### src/rtl/i2c_master_seq.sv
// Byte-level I2C master sequencer: START/WRITE/READ/STOP commands become open-drain
// SCL/SDA pull-low enables with quarter-bit timing and SCL clock stretching.
module i2c_master_seq #(
    parameter int unsigned CLK_DIV = 5
) (
    input  logic       clk_i,
    input  logic       rst_i,
    input  logic       cmd_valid_i,
    output logic       cmd_ready_o,
    input  logic [1:0] cmd_i,
    input  logic [7:0] cmd_data_i,
    input  logic       cmd_nack_i,
    output logic       done_o,
    output logic [7:0] rx_data_o,
    output logic       rx_ack_o,
    output logic       err_o,
    output logic       bus_owned_o,
    output logic       scl_oe_o,
    output logic       sda_oe_o,
    input  logic       scl_in_i,
    input  logic       sda_in_i
);

    typedef enum logic [2:0] {StIdle, StStart, StWrite, StRead, StStop, StDone} state_e;

    localparam logic [1:0] CmdStart = 2'b00;
    localparam logic [1:0] CmdWrite = 2'b01;
    localparam logic [1:0] CmdRead  = 2'b10;
    localparam logic [7:0] QtrLast  = 8'(CLK_DIV - 1);

    state_e     state_q, state_d;
    logic [7:0] qcnt_q, qcnt_d;
    logic [1:0] quarter_q, quarter_d;
    logic [3:0] bit_q, bit_d;
    logic [7:0] shift_q, shift_d;
    logic       nack_q, nack_d;
    logic       err_q, err_d;
    logic       owned_q, owned_d;
    logic [7:0] rx_data_q, rx_data_d;
    logic       rx_ack_q, rx_ack_d;
    logic       scl_oe_q, scl_oe_d;
    logic       sda_oe_q, sda_oe_d;
    logic       active, run, tick, data_oe;

    always_ff @(posedge clk_i or posedge rst_i) begin
        if (rst_i) begin
            state_q   <= StIdle;
            qcnt_q    <= '0;
            quarter_q <= '0;
            bit_q     <= '0;
            shift_q   <= '0;
            nack_q    <= 1'b0;
            err_q     <= 1'b0;
            owned_q   <= 1'b0;
            rx_data_q <= '0;
            rx_ack_q  <= 1'b1;
            scl_oe_q  <= 1'b0;
            sda_oe_q  <= 1'b0;
        end else begin
            state_q   <= state_d;
            qcnt_q    <= qcnt_d;
            quarter_q <= quarter_d;
            bit_q     <= bit_d;
            shift_q   <= shift_d;
            nack_q    <= nack_d;
            err_q     <= err_d;
            owned_q   <= owned_d;
            rx_data_q <= rx_data_d;
            rx_ack_q  <= rx_ack_d;
            scl_oe_q  <= scl_oe_d;
            sda_oe_q  <= sda_oe_d;
        end
    end

    always_comb begin
        state_d   = state_q;
        qcnt_d    = qcnt_q;
        quarter_d = quarter_q;
        bit_d     = bit_q;
        shift_d   = shift_q;
        nack_d    = nack_q;
        err_d     = err_q;
        owned_d   = owned_q;
        rx_data_d = rx_data_q;
        rx_ack_d  = rx_ack_q;
        scl_oe_d  = scl_oe_q;
        sda_oe_d  = sda_oe_q;
        data_oe   = 1'b0;

        // A quarter with SCL released only counts once the bus actually reads high.
        active = state_q inside {StStart, StWrite, StRead, StStop};
        run    = scl_oe_q || scl_in_i;
        tick   = active && run && (qcnt_q == QtrLast);
        if (active && run) qcnt_d = tick ? 8'd0 : qcnt_q + 8'd1;
        if (tick) quarter_d = quarter_q + 2'd1;

        unique case (state_q)
            StIdle: begin
                if (cmd_valid_i) begin
                    qcnt_d    = '0;
                    quarter_d = '0;
                    bit_d     = '0;
                    shift_d   = cmd_data_i;
                    nack_d    = cmd_nack_i;
                    err_d     = 1'b0;
                    if (cmd_i == CmdStart) begin
                        state_d = StStart;
                    end else if (!owned_q) begin
                        state_d = StDone;
                        err_d   = 1'b1;
                    end else if (cmd_i == CmdWrite) begin
                        state_d = StWrite;
                    end else if (cmd_i == CmdRead) begin
                        state_d = StRead;
                    end else begin
                        state_d = StStop;
                    end
                end
            end
            StStart, StStop: begin
                if (tick && quarter_q == 2'd3) begin
                    state_d = StDone;
                    owned_d = (state_q == StStart);
                end
            end
            StWrite, StRead: begin
                if (tick && quarter_q == 2'd2) begin
                    if (bit_q == 4'd8) begin
                        if (state_q == StWrite) rx_ack_d = sda_in_i;
                    end else if (state_q == StRead) begin
                        shift_d = {shift_q[6:0], sda_in_i};
                    end
                end
                if (tick && quarter_q == 2'd3) begin
                    if (bit_q == 4'd8) begin
                        state_d = StDone;
                        if (state_q == StRead) rx_data_d = shift_q;
                    end else begin
                        bit_d = bit_q + 4'd1;
                        if (state_q == StWrite) shift_d = {shift_q[6:0], 1'b0};
                    end
                end
            end
            StDone:  state_d = StIdle;
            default: state_d = StIdle;
        endcase

        // Pin levels are set for the quarter being entered so they change on its first cycle.
        if (bit_d == 4'd8) data_oe = (state_d == StRead) ? ~nack_d : 1'b0;
        else               data_oe = (state_d == StWrite) ? ~shift_d[7] : 1'b0;

        case (state_d)
            StStart: begin
                case (quarter_d)
                    2'd0:    sda_oe_d = 1'b0;
                    2'd1:    begin scl_oe_d = 1'b0; sda_oe_d = 1'b0; end
                    2'd2:    begin scl_oe_d = 1'b0; sda_oe_d = 1'b1; end
                    default: begin scl_oe_d = 1'b1; sda_oe_d = 1'b1; end
                endcase
            end
            StStop: begin
                case (quarter_d)
                    2'd0:    begin scl_oe_d = 1'b1; sda_oe_d = 1'b1; end
                    2'd1:    begin scl_oe_d = 1'b0; sda_oe_d = 1'b1; end
                    default: begin scl_oe_d = 1'b0; sda_oe_d = 1'b0; end
                endcase
            end
            StWrite, StRead: begin
                scl_oe_d = !(quarter_d == 2'd1 || quarter_d == 2'd2);
                sda_oe_d = data_oe;
            end
            default: ;
        endcase
    end

    assign cmd_ready_o = (state_q == StIdle);
    assign done_o      = (state_q == StDone);
    assign err_o       = (state_q == StDone) && err_q;
    assign bus_owned_o = owned_q;
    assign rx_data_o   = rx_data_q;
    assign rx_ack_o    = rx_ack_q;
    assign scl_oe_o    = scl_oe_q;
    assign sda_oe_o    = sda_oe_q;

endmodule

### config.mk
export PLATFORM = sky130hd
export DESIGN_NAME = i2c_master_seq
export DESIGN_NICKNAME = d
export VERILOG_FILES = /design/src/rtl/i2c_master_seq.sv
export SDC_FILE = /design/constraint.sdc
export NUM_CORES = 1
export LEC_CHECK = 0
export BUFFER_PORTS_ARGS = -buffer_cell sky130_fd_sc_hd__buf_2
export CAP_MARGIN = 20
export CORE_UTILIZATION = 40
export CTS_CLUSTER_SIZE = 16
export DETAILED_ROUTE_END_ITERATION = 12
export GPL_ROUTABILITY_DRIVEN = 0
export PLACE_DENSITY = 0.59
export SLEW_MARGIN = 20
export SYNTH_ARGS = -nofsm -noshare
export SYNTH_HDL_FRONTEND = slang
export SYNTH_SLANG_ARGS = --single-unit
### constraint.sdc
create_clock -name clk_i -period 6.57 [get_ports clk_i]
set_clock_uncertainty 0.05 [all_clocks]
set_input_delay 0.657 -clock clk_i [delete_from_list [all_inputs] [get_ports clk_i]]
set_output_delay 0.657 -clock clk_i [all_outputs]
set_load 0.02 [all_outputs]
# Yosys cells after proc, flatten, opt, wreduce, memory -nomap -nowiden
# Cells that the tools add are included.
# word_totals
register_bits,39
latchBits,0
ramBits,0
romBits,0
inputBits,16
memories,0
# classes
n_addsub,3
mul,0
div,0
magnitude_cmp,0
eq_ne,20
shift,0
muxes,41
n_bitwise,2
reduce_logical,25
# op_table
operator,n
$mux 8,11
$mux 3,8
$pmux 8 s2,1
$eq 3x2->1 const B,4
$mux 4,3
$mux 1,10
$reduce_or 2->1,5
$eq 3x3->1 const B,3
$pmux 3 s3,1
$add 8x1->8 const B,1
$eq 2x2->1 const B,4
$eq 4x4->1 const B,2
$eq 8x3->1 const B,1
$pmux 4 s2,1
$reduce_and 2->1,4
$reduce_and 4->1,2
$eq 3x1->1 const B,2
$mux 2,3
$pmux 1 s3,2
$logic_and 1x1->1,5
$add 4x1->4 const B,1
$eq 2x1->1 const B,2
$logic_not 2->1,2
$ne 2x2->1 const B,2
9 further kinds,11

# Longest topological paths before layout
# Gate-level depths: netlist of run 1.
# logic_depth
depth_word,14
mapped_depth,13
ltp_nobuf,13

# Least setup slack after synthesis of run 1
# Ideal clock, no wire load.
# synth_timing
path_type,register -> register
start,register qcnt_q[0]
end,"register sda_oe_q, in the netlist sda_oe_o"
setup_ns,0.144
t_arrival_ns,2.866
required_ns,6.376
slack_ns,3.510
stages_incl_launch_ff,13
n_path_buf,0
synth_period_minus_slack_ns,3.060
path_cell_list,dfrtp_1 inv_1 ha_1 or4b_4 or3_1 nor2_1 o21ai_0 or2_2 ha_1 nor2_1 nor2_1 a221oi_1 o211ai_2
# synth_via
elab_chain_len,12
elab_cells_between_ends,34
# synth_rtl
element,line,source
from (decl),32,"logic [7:0] qcnt_q, qcnt_d;"
from (signal assigned),61,qcnt_q <= qcnt_d;
$eq 8x3->1 *,93,tick = active && run && (qcnt_q == QtrLast);
$logic_and 1x1->1 *,93,
$logic_and 1x1->1,127,if (tick && quarter_q == 2'd2) begin
$mux 8,127,
$mux 8,140,"if (state_q == StWrite) shift_d = {shift_q[6:0], 1'b0};"
$mux 8,135,if (bit_q == 4'd8) begin
$mux 8,134,if (tick && quarter_q == 2'd3) begin
$pmux 8 s2,97,unique case (state_q)
$not 1->1,150,else data_oe = (state_d == StWrite) ? ~shift_d[7] : 1'b0;
$mux 1,150,
$mux 1,149,if (bit_d == 4'd8) data_oe = (state_d == StRead) ? ~nack_d : 1'b0;
$pmux 1 s3,152,case (state_d)
to (signal assigned),71,sda_oe_q <= sda_oe_d;
to (decl),42,"logic sda_oe_q, sda_oe_d;"
# Every way passes the cells marked *; elsewhere a longest branch is shown, timed or not.
# A chain may end at the register's enable or synchronous reset.

# Worst setup path in the final report of run 1
# Ends and elaborated chain as after synthesis.

==> impl_results.md, run 1 <==
- Row cnt: 26
- Overall power: 0.8883 mW
- Worst-Margin Slew: 866.9 ps
- DR pass1 iterations: 5
- Period utilization: 0.5106
- Main flop type after synthesis: dfrtp_1
- Maxcap violations: 0
- Initial antenna violation count: 0
- Largest net degree at the start of global routing: 40
- Slew Limit Fails: 0
- Antenna-violating nets left: 0
- CTS tree: built
- Syn_nets: 251
- Clock tree sinks: 39
- Core Util, Final: 0.4888
- Die ar.: 5890 um2
- Largest stage delay on the critical path: 480 ps
- Syn Inst Count: 226
- Initial drt markers: 191
- Async set-or-reset flop fraction in the synthesized netlist: 1.000
- Root Driver: clkbuf_8
- Number of synthesized flops with an enable pin: 0
- Synth Area in Simple Gates: 0.2284
- Post-Layout Cell Count: 329
- Status: finished clean
- Dpl cell area: 2456 um2
- Yosys warnings: 0
- Setup_tns: 0 ps
- Most common cell in the netlist: dfrtp_1
- Final Hold Viols: 0
- CP startpoint kind: flop
- Starting density of the core: 0.4267
- Register bit total from synthesis: 39
- Peak supply drop: 0.0001868 V
- Crit path DAT: 3440 ps
- Top cells by count, synth: dfrtp_1, nor2_1, inv_1
- Slew margin rel.: 0.4203
- Vias in the first global route: 1749
- RSZ-0062 raised after global routing: no
- Synth area leaders: dfrtp_1, ha_1, mux2_2, nor2_1, inv_1
- PostCTS Resize Cnt: 0
- Synth cell types: 54
- Vias: 1773
- IO buf count: 30
- Crit-path cells: inv_1, ha_1, or4b_4, or3_1, nor2_1, o21ai_0, or2_2, ha_1, nor2_1, nor2_1, a221oi_1, o211ai_2
- Maximum root-to-sink buffer count: 2
- First-pass GRT wire length: 8.645 mm
- Synth Area in XOR/XNOR: 0.03527
- Worst Path Required: 6660 ps
- Critical path class: reg2reg
- # setup viols final: 0
- Antenna diodes: 0
- Pwr Density: 347.0 nW/um2
- Seq/Total Area, Yosys: 0.4373
- # nets final: 283
- DPL Wire Length: 3.762 mm
- Placement Setup Slack: 3226 ps
- Synth top area share: 0.4255
- Multiplexer area fraction after synthesis: 0.05879
- TritonCTS Buffers: 5
- Main combinational cell family by area after synthesis: simple AND/OR/NAND/NOR gates
- Fmax: 298.1 MHz
- Post-synthesis compound-gate area fraction: 0.1422
- Largest area contributor in the netlist: dfrtp_1
- CTS clk-pin slew, worst paths: 80 ps
- Die height: 76.75 um
- # DRC: 0
- Gr usage total: 0.1851
- Gr ovfl total: 0
- CP max-delay cell: or4b_4
- Core Region: 5238 um2
- Hold WC Path Type: in2async
- # IOs: 31
- Area Overhead vs Synth: 14.56%
- CP dominant cell by count: nor2_1
- Hold-fix buffers, CTS: 0
- Final Cell Area: 2560 um2
- Clock H-tree levels: 2
- Cells after DPL: 321
- Fill count: 520
- Final worst slack: 3215 ps
- Post-DR vias/cell: 5.389
- Layout cells sized above 1: 0.2394
- Die width: 76.75 um
- Post-Synth Adder-Cell Area: 0.05039
- Worst-Skew Late Latency: 280 ps
- DRT Wirelength: 5.047 mm
- WL/cell: 15.34 um
- Setup crit end kind: flop
- Post-CTS Setup Repair Bufs: 0
- Hold slack: 435.3 ps
- Synth Cell Area: 2235 um2
- R2R depth: 12
- Syn Area/Cell: 9.888 um2
- Critical-path maximum fanout: 6
- Crit path time final: 3355 ps
- P_leak: 1.234 nW
-- area by class of cell --
cell class                 count  area (um2)  area share
clock buffer                   7       96.34     0.03763
clock inverter                 1       7.507    0.002933
inverter                      22       82.58     0.03226
multi-input combinational    159        1151      0.4497
sequential                    39       977.2      0.3817
tap                           70       87.58     0.03421
timing repair buffer          31       157.7     0.06158
-- state kept, by name (all words and copies together), names as in the netlist --
| name | flops |
|---|---|
| bit_q | 4 |
| bus_owned_o | 1 |
| err_q | 1 |
| nack_q | 1 |
| qcnt_q | 8 |
| quarter_q | 2 |
| rx_ack_o | 1 |
| rx_data_o | 8 |
| scl_oe_o | 1 |
| sda_oe_o | 1 |
| shift_q | 8 |
| state_q | 3 |
-- worst max-delay path, delay by kind of cell (launching register included) --
kind	cells	cell delay, ps
DFF	1	410
AOI/OAI and AO/OA	3	590
adders and majority gates	2	360
and+or+nand+nor	6	1720
buffers and inverters	1	80
-- per-layer routing --
layer / global-route usage / wire, um
met2: 0.2902 / 2317
met5: 0 / 0
met3: 0.03452 / 206
met1: 0.2579 / 2496
met4: 0.05577 / 27
-- layout by cell type, fill, tap and decap left out, types with 3 or more instances in the layout --
cell type	netlist	routed
a21oi_1	7	7
a222oi_1	6	6
a31oi_1	4	4
and2_1	3	3
buf_2	1	30
clkbuf_8	0	7
dfrtp_1	38	38
ha_1	9	9
inv_1	22	22
mux2_2	9	9
mux2i_1	3	3
nand2_1	18	18
nand3_1	6	6
nand4_1	4	4
nor2_1	23	23
nor2b_1	3	3
nor3_1	3	3
nor4_1	4	4
o21ai_0	5	5
xnor2_1	4	4
xor2_1	5	5
-- report_power, final --
group	switching [mW]	internal, mW	leakage (nW)	total, mW
Clock	0.0812	0.0955	0.0505	0.177
Combinational	0.214	0.142	0.671	0.356
Sequential	0.0617	0.294	0.512	0.356
Total	0.357	0.532	1.23	0.888
-- cells by family after synthesis --
family,after synthesis
buffers and inverters,28
AND/OR/NAND/NOR,87
XOR/XNOR,9
flip-flops,39
multiplexers,12
adder cells (fa/ha/maj),9
AO/OA/AOI/OAI,42
-- path summary, 6_finish.rpt --
kind | from | to | slack (ps)
setup / recovery | qcnt_q[0] | sda_oe_o | 3220
hold / removal | rst_i | qcnt_q[1] | 440
max in group asynchronous | rst_i | rx_ack_o | 5670
hold reg to reg | err_q | err_q | 440
min in group clk_i | err_q | err_q | 440
setup reg to reg | qcnt_q[0] | sda_oe_o | 3220
No activity file was read; power rests on OpenSTA's default activity.
==> inputs of run 2 (changes only) <==
--- a/config.mk
+++ b/config.mk
@@ -11,7 +11,7 @@
 export CTS_CLUSTER_SIZE = 16
 export DETAILED_ROUTE_END_ITERATION = 12
 export GPL_ROUTABILITY_DRIVEN = 0
-export PLACE_DENSITY = 0.59
+export PLACE_DENSITY = 0.61
 export SLEW_MARGIN = 20
 export SYNTH_ARGS = -nofsm -noshare
 export SYNTH_HDL_FRONTEND = slang
==> constraint.sdc (replaced) <==
create_clock -name clk_i -period 2.8 [get_ports clk_i]
set_clock_uncertainty 0.05 [all_clocks]
set_input_delay 0.28 -clock clk_i [delete_from_list [all_inputs] [get_ports clk_i]]
set_output_delay 0.28 -clock clk_i [all_outputs]
set_load 0.02 [all_outputs]
==> impl_results.md, run 2 (synthesis gave the netlist of run 1 again) <==
- Status: finished, violations left
- Commonest non-fill, non-tap cells in the layout: dfrtp_1, buf_2, buf_4
- Vias in the first global route: 1852
- DPL Wire Length: 4.047 mm
- Setup_tns: -47.64 ps
- Int Power: 1.539 mW
- Vias: 1870
- IO buf count: 30
- Antenna-violating nets left: 0
- Crit path DAT: 2980 ps
- Pwr Density: 875.5 nW/um2
- Critical path class: reg2reg
- Antenna diodes: 0
- Setup crit end kind: flop
- # DRC: 0
- # IOs: 31
- Post-DR vias/cell: 5.328
- # setup viols final: 1
- Worst-Skew Late Latency: 290 ps
- CTS tree: built
- RSZ-0062 raised after global routing: yes
- Core Region: 5238 um2
- Switching share of power: 0.3755
- Die height: 76.75 um
- Most common cell after layout, fill and taps aside: dfrtp_1
- Worst-Margin Slew: 676.3 ps
- Clock tree sinks: 39
- CP startpoint kind: flop
- Hold-fix buffers, CTS: 0
- Critical-path maximum fanout: 3
- P_leak: 1.366 nW
- Initial antenna violation count: 0
- Starting density of the core: 0.4267
- Crit-path cells: inv_1, ha_1, or4b_4, or3_4, nor2_4, xnor2_1, or2_4, inv_1, ha_2, nor2_1, nor2_1, a221oi_2, o211ai_2
- Period utilization: 1.017
- TritonCTS Buffers: 5
- Hold WC Path Type: in2async
- Die width: 76.75 um
- Overall power: 2.464 mW
- Largest stage delay on the critical path: 490 ps
- DR pass1 iterations: 4
- Reg power frac: 0.319
- Maxcap violations: 0
- Die ar.: 5890 um2
- Initial drt markers: 121
- Slew margin rel.: 0.5487
- Comb pwr share: 0.456
- WL/cell: 15.35 um
- Layout cells sized above 1: 0.3310
- Fmax: 351.2 MHz
- Clock H-tree levels: 2
- # nets final: 305
- Slew Limit Fails: 0
- Clock share of power: 0.225
- Largest net degree at the start of global routing: 24
- Gr ovfl total: 0
- Peak supply drop: 0.0005300 V
- Final worst slack: -47.64 ps
- First-pass GRT wire length: 9.273 mm
- Maximum root-to-sink buffer count: 2
- Final Hold Viols: 0
- Crit path time final: 2848 ps
- DRT Wirelength: 5.389 mm
- Row cnt: 26
- Area Overhead vs Synth: 25.92%
- CTS clk-pin slew, worst paths: 80 ps
- P_sw: 0.9250 mW
- Worst Path Required: 2930 ps
- CP max-delay cell: or4b_4
- Root Driver: clkbuf_8
- Violated checks: negative setup slack
- Gr usage total: 0.1994
[run 2: cell types whose count changed in the layout (fill, tap and decap cells not counted), moves of 2 or more]
cell       before  now
buf_4           1   23
bufinv_16       0    2
clkbuf_8        7    5
ha_1            9    7
or2_2           2    0
or2_4           0    2
[run 2: path summary, 6_finish.rpt]
path | startpoint | end | slack [ps] | cells after the start
setup / recovery | qcnt_q[1] | sda_oe_o | -50 | 13
hold / removal | rst_i | sda_oe_o | 30 | 2
setup reg to reg | qcnt_q[1] | sda_oe_o | -50 | 13
hold reg to reg | err_q | err_q | 420 | 2
max in group asynchronous | rst_i | rx_ack_o | 1860 | 3
min in group clk_i | cmd_nack_i | nack_q | 170 | 3
[run 2: cell type report]
class	count	area, um2
Tap cell	70	87.58
Multi-Input combinational cell	159	1211
Timing Repair Buffer	53	322.8
Sequential cell	39	977.2
Clock buffer	6	72.57
Clock inverter	2	60.06
Inverter	22	82.58
Fill cell	480	2424
[run 2: critical path, delay by kind of cell (launching register included)]
family | cells | cell delay [ps]
AOI/OAI and AO/OA | 2 | 350
and+or+nand+nor | 6 | 1360
DFF | 1 | 380
buffers and inverters | 2 | 130
adders and majority gates | 2 | 320
xor gates and xnor gates | 1 | 130
[run 2: repair_timing]
item | 4_1_cts | 5_1_grt
gates resized for setup | 1 | 4
setup buffers | 0 | 2
setup endpoints to repair | 1 | 1
pin swaps | 2 | 7
cloned | 0 | 0
[run 2: metrics by stage]
step                      instance area (um2)  hold WS [ps]  utilization  std cells  setup slack [ps]
after floorplan                          2273         348.8            -        226             6.200
after global placement                   2645         352.9       0.5050        341             16.58
after detailed placement                 2645         365.9       0.5050        341            -24.58
after CTS                                2784         50.23       0.5315        349             9.137
after global routing                     2814         87.12       0.5373        351            -225.4
final                                    2814         25.33       0.5373        351            -47.64
[run 2: power groups by stage]
stage	sequential [mW]	clock, mW	combinational (mW)
2_1_floorplan	0.783	0	0.743
3_3_place_gp	0.794	0	1.07
3_5_place_dp	0.795	0	1.09
4_1_cts	0.785	0.567	1.09
5_1_grt	0.804	0.587	1.25
6_report	0.786	0.554	1.12
[run 2: routing by layer]
layer,up-vias,track usage,share of wire
met2,50,0.3125,0.46
li1,924,-,-
met4,0,0.05962,0.016
met1,889,0.2816,0.48
met3,7,0.03214,0.044
met5,-,0,0
==> inputs of run 3 (changes only) <==
--- a/config.mk
+++ b/config.mk
@@ -7,10 +7,12 @@
 export LEC_CHECK = 0
 export BUFFER_PORTS_ARGS = -buffer_cell sky130_fd_sc_hd__buf_2
 export CAP_MARGIN = 20
+export CORE_MARGIN = 4
 export CORE_UTILIZATION = 40
 export CTS_CLUSTER_SIZE = 16
 export DETAILED_ROUTE_END_ITERATION = 12
 export GPL_ROUTABILITY_DRIVEN = 0
+export GPL_TIMING_DRIVEN = 0
 export PLACE_DENSITY = 0.61
 export SLEW_MARGIN = 20
 export SYNTH_ARGS = -nofsm -noshare
==> impl_results.md, run 3 (synthesis gave the netlist of run 1 again) <==
- RSZ-0062 raised after global routing: yes
- Setup crit end kind: flop
- # DRC: 0
- Root Driver: clkbuf_8
- CTS tree: built
- Hold slack: 161.8 ps
- Critical path class: reg2reg
- Starting density of the core: 0.4240
- Vias: 1913
- Area Overhead vs Synth: 26.43%
- Antenna-violating nets left: 0
- Worst Path Required: 2910 ps
- Violated checks: negative setup slack
- Final worst slack: -45.99 ps
- DRT Wirelength: 5.362 mm
- Commonest non-fill, non-tap cells in the layout: dfrtp_1, buf_2, nor2_1
- Vias in the first global route: 1829
- Initial drt markers: 187
- Pwr Density: 854.6 nW/um2
- DPL Wire Length: 3.817 mm
- TritonCTS Buffers: 5
- WL/cell: 15.23 um
- DR pass1 iterations: 5
- Crit path time final: 2846 ps
- Clock H-tree levels: 2
- Status: finished, violations left
- Maxcap violations: 0
- Period utilization: 1.016
- First-pass GRT wire length: 8.866 mm
- Crit path DAT: 2960 ps
- P_leak: 1.352 nW
- Gr usage total: 0.1720
- Antenna diodes: 0
- Initial antenna violation count: 0
- Final Hold Viols: 0
- Worst-Skew Late Latency: 290 ps
- Overall power: 2.414 mW
- Core Util, Final: 0.5361
- CP startpoint kind: flop
- IO buf count: 30
- Largest net degree at the start of global routing: 33
- Peak supply drop: 0.0006403 V
- Critical-path maximum fanout: 3
- Hold WC Path Type: in2reg
- CTS clk-pin slew, worst paths: 80 ps
- Slew Limit Fails: 0
- # IOs: 31
- Layout cells sized above 1: 0.3333
- Gr ovfl total: 0
- Worst-Margin Slew: 551.0 ps
- Fill count: 491
- Clock tree sinks: 39
- Placement Setup Slack: -180.2 ps
- # setup viols final: 1
- Core Region: 5270 um2
- Die width: 82.75 um
- Die ar.: 6847 um2
- # nets final: 306
- Fmax: 351.4 MHz
- Slew margin rel.: 0.6326
- Maximum root-to-sink buffer count: 2
- Die height: 82.75 um
- Most common cell after layout, fill and taps aside: dfrtp_1
- Row cnt: 26
- Post-DR vias/cell: 5.435
[run 3: changes by cell type in the layout (fill, tap and decap cells not counted), moves of 2 or more]
cell      change
buf_4         -8
nor2_1        -2
inv_1         -2
nor2_2        +2
inv_2         +2
clkbuf_1      +3
[run 3: timing repair]
action	4_1_cts	5_1_grt
hold buffers	1	0
pin swaps	12	5
setup buffers	13	3
endpoints found under the setup margin	16	16
resized for setup	5	7
hold endpoints to repair	7	0
[run 3: cell type report]
cell class,count,area (um2),area share
Multi-Input combinational cell,159,1236,0.4376
Sequential cell,39,977.2,0.3459
Timing Repair Buffer,48,304.0,0.1076
Tap cell,70,87.58,0.03100
Inverter,22,82.58,0.02923
Clock buffer,5,68.82,0.02436
Clock inverter,3,43.79,0.01550
Buffer,6,25.02,0.008857
[run 3: final timing paths]
| kind | start | to | slack (ps) | cells after the start |
|---|---|---|---|---|
| min in group asynchronous | rst_i | qcnt_q[3] | 380 | 3 |
| worst min register to register | nack_q | nack_q | 420 | 2 |
| worst max-delay path | qcnt_q[1] | sda_oe_o | -50 | 12 |
| max in group asynchronous | rst_i | rx_ack_o | 1840 | 4 |
| worst min-delay path | cmd_nack_i | nack_q | 160 | 3 |
| worst max register to register | qcnt_q[1] | sda_oe_o | -50 | 12 |
[run 3: power by group]
group,switching [mW],internal [mW]
clock network,0.205,0.265
logic,0.641,0.516
registers,0.0959,0.691
[run 3: metal layers]
metal | track usage | share of wire | wire length (um)
met5 | 0 | 0 | 0
met2 | 0.2700 | 0.49 | 2612
met1 | 0.2314 | 0.44 | 2353
met3 | 0.03688 | 0.062 | 330
met4 | 0.06699 | 0.012 | 65
[run 3: metrics by stage]
step,cell area (um2),TNS (ps),instances
3_3_place_gp,2511,-1407,326
3_5_place_dp,2531,-1215,327
6_report,2825,-45.99,352
2_1_floorplan,2273,0,226
5_1_grt,2825,-243.6,352
4_1_cts,2775,-43.97,349
[run 3: worst max-delay path, stage by stage (launching register included)]
cell and delay, ps:
dfrtp_1 380, inv_1 80, ha_1 130, or4b_4 490, or3_4 370, nor2_4 140
xnor2_1 90, or2_4 270, ha_4 170, nor2_2 100, nor2_1 50, a221oi_2 260
o211ai_2 120
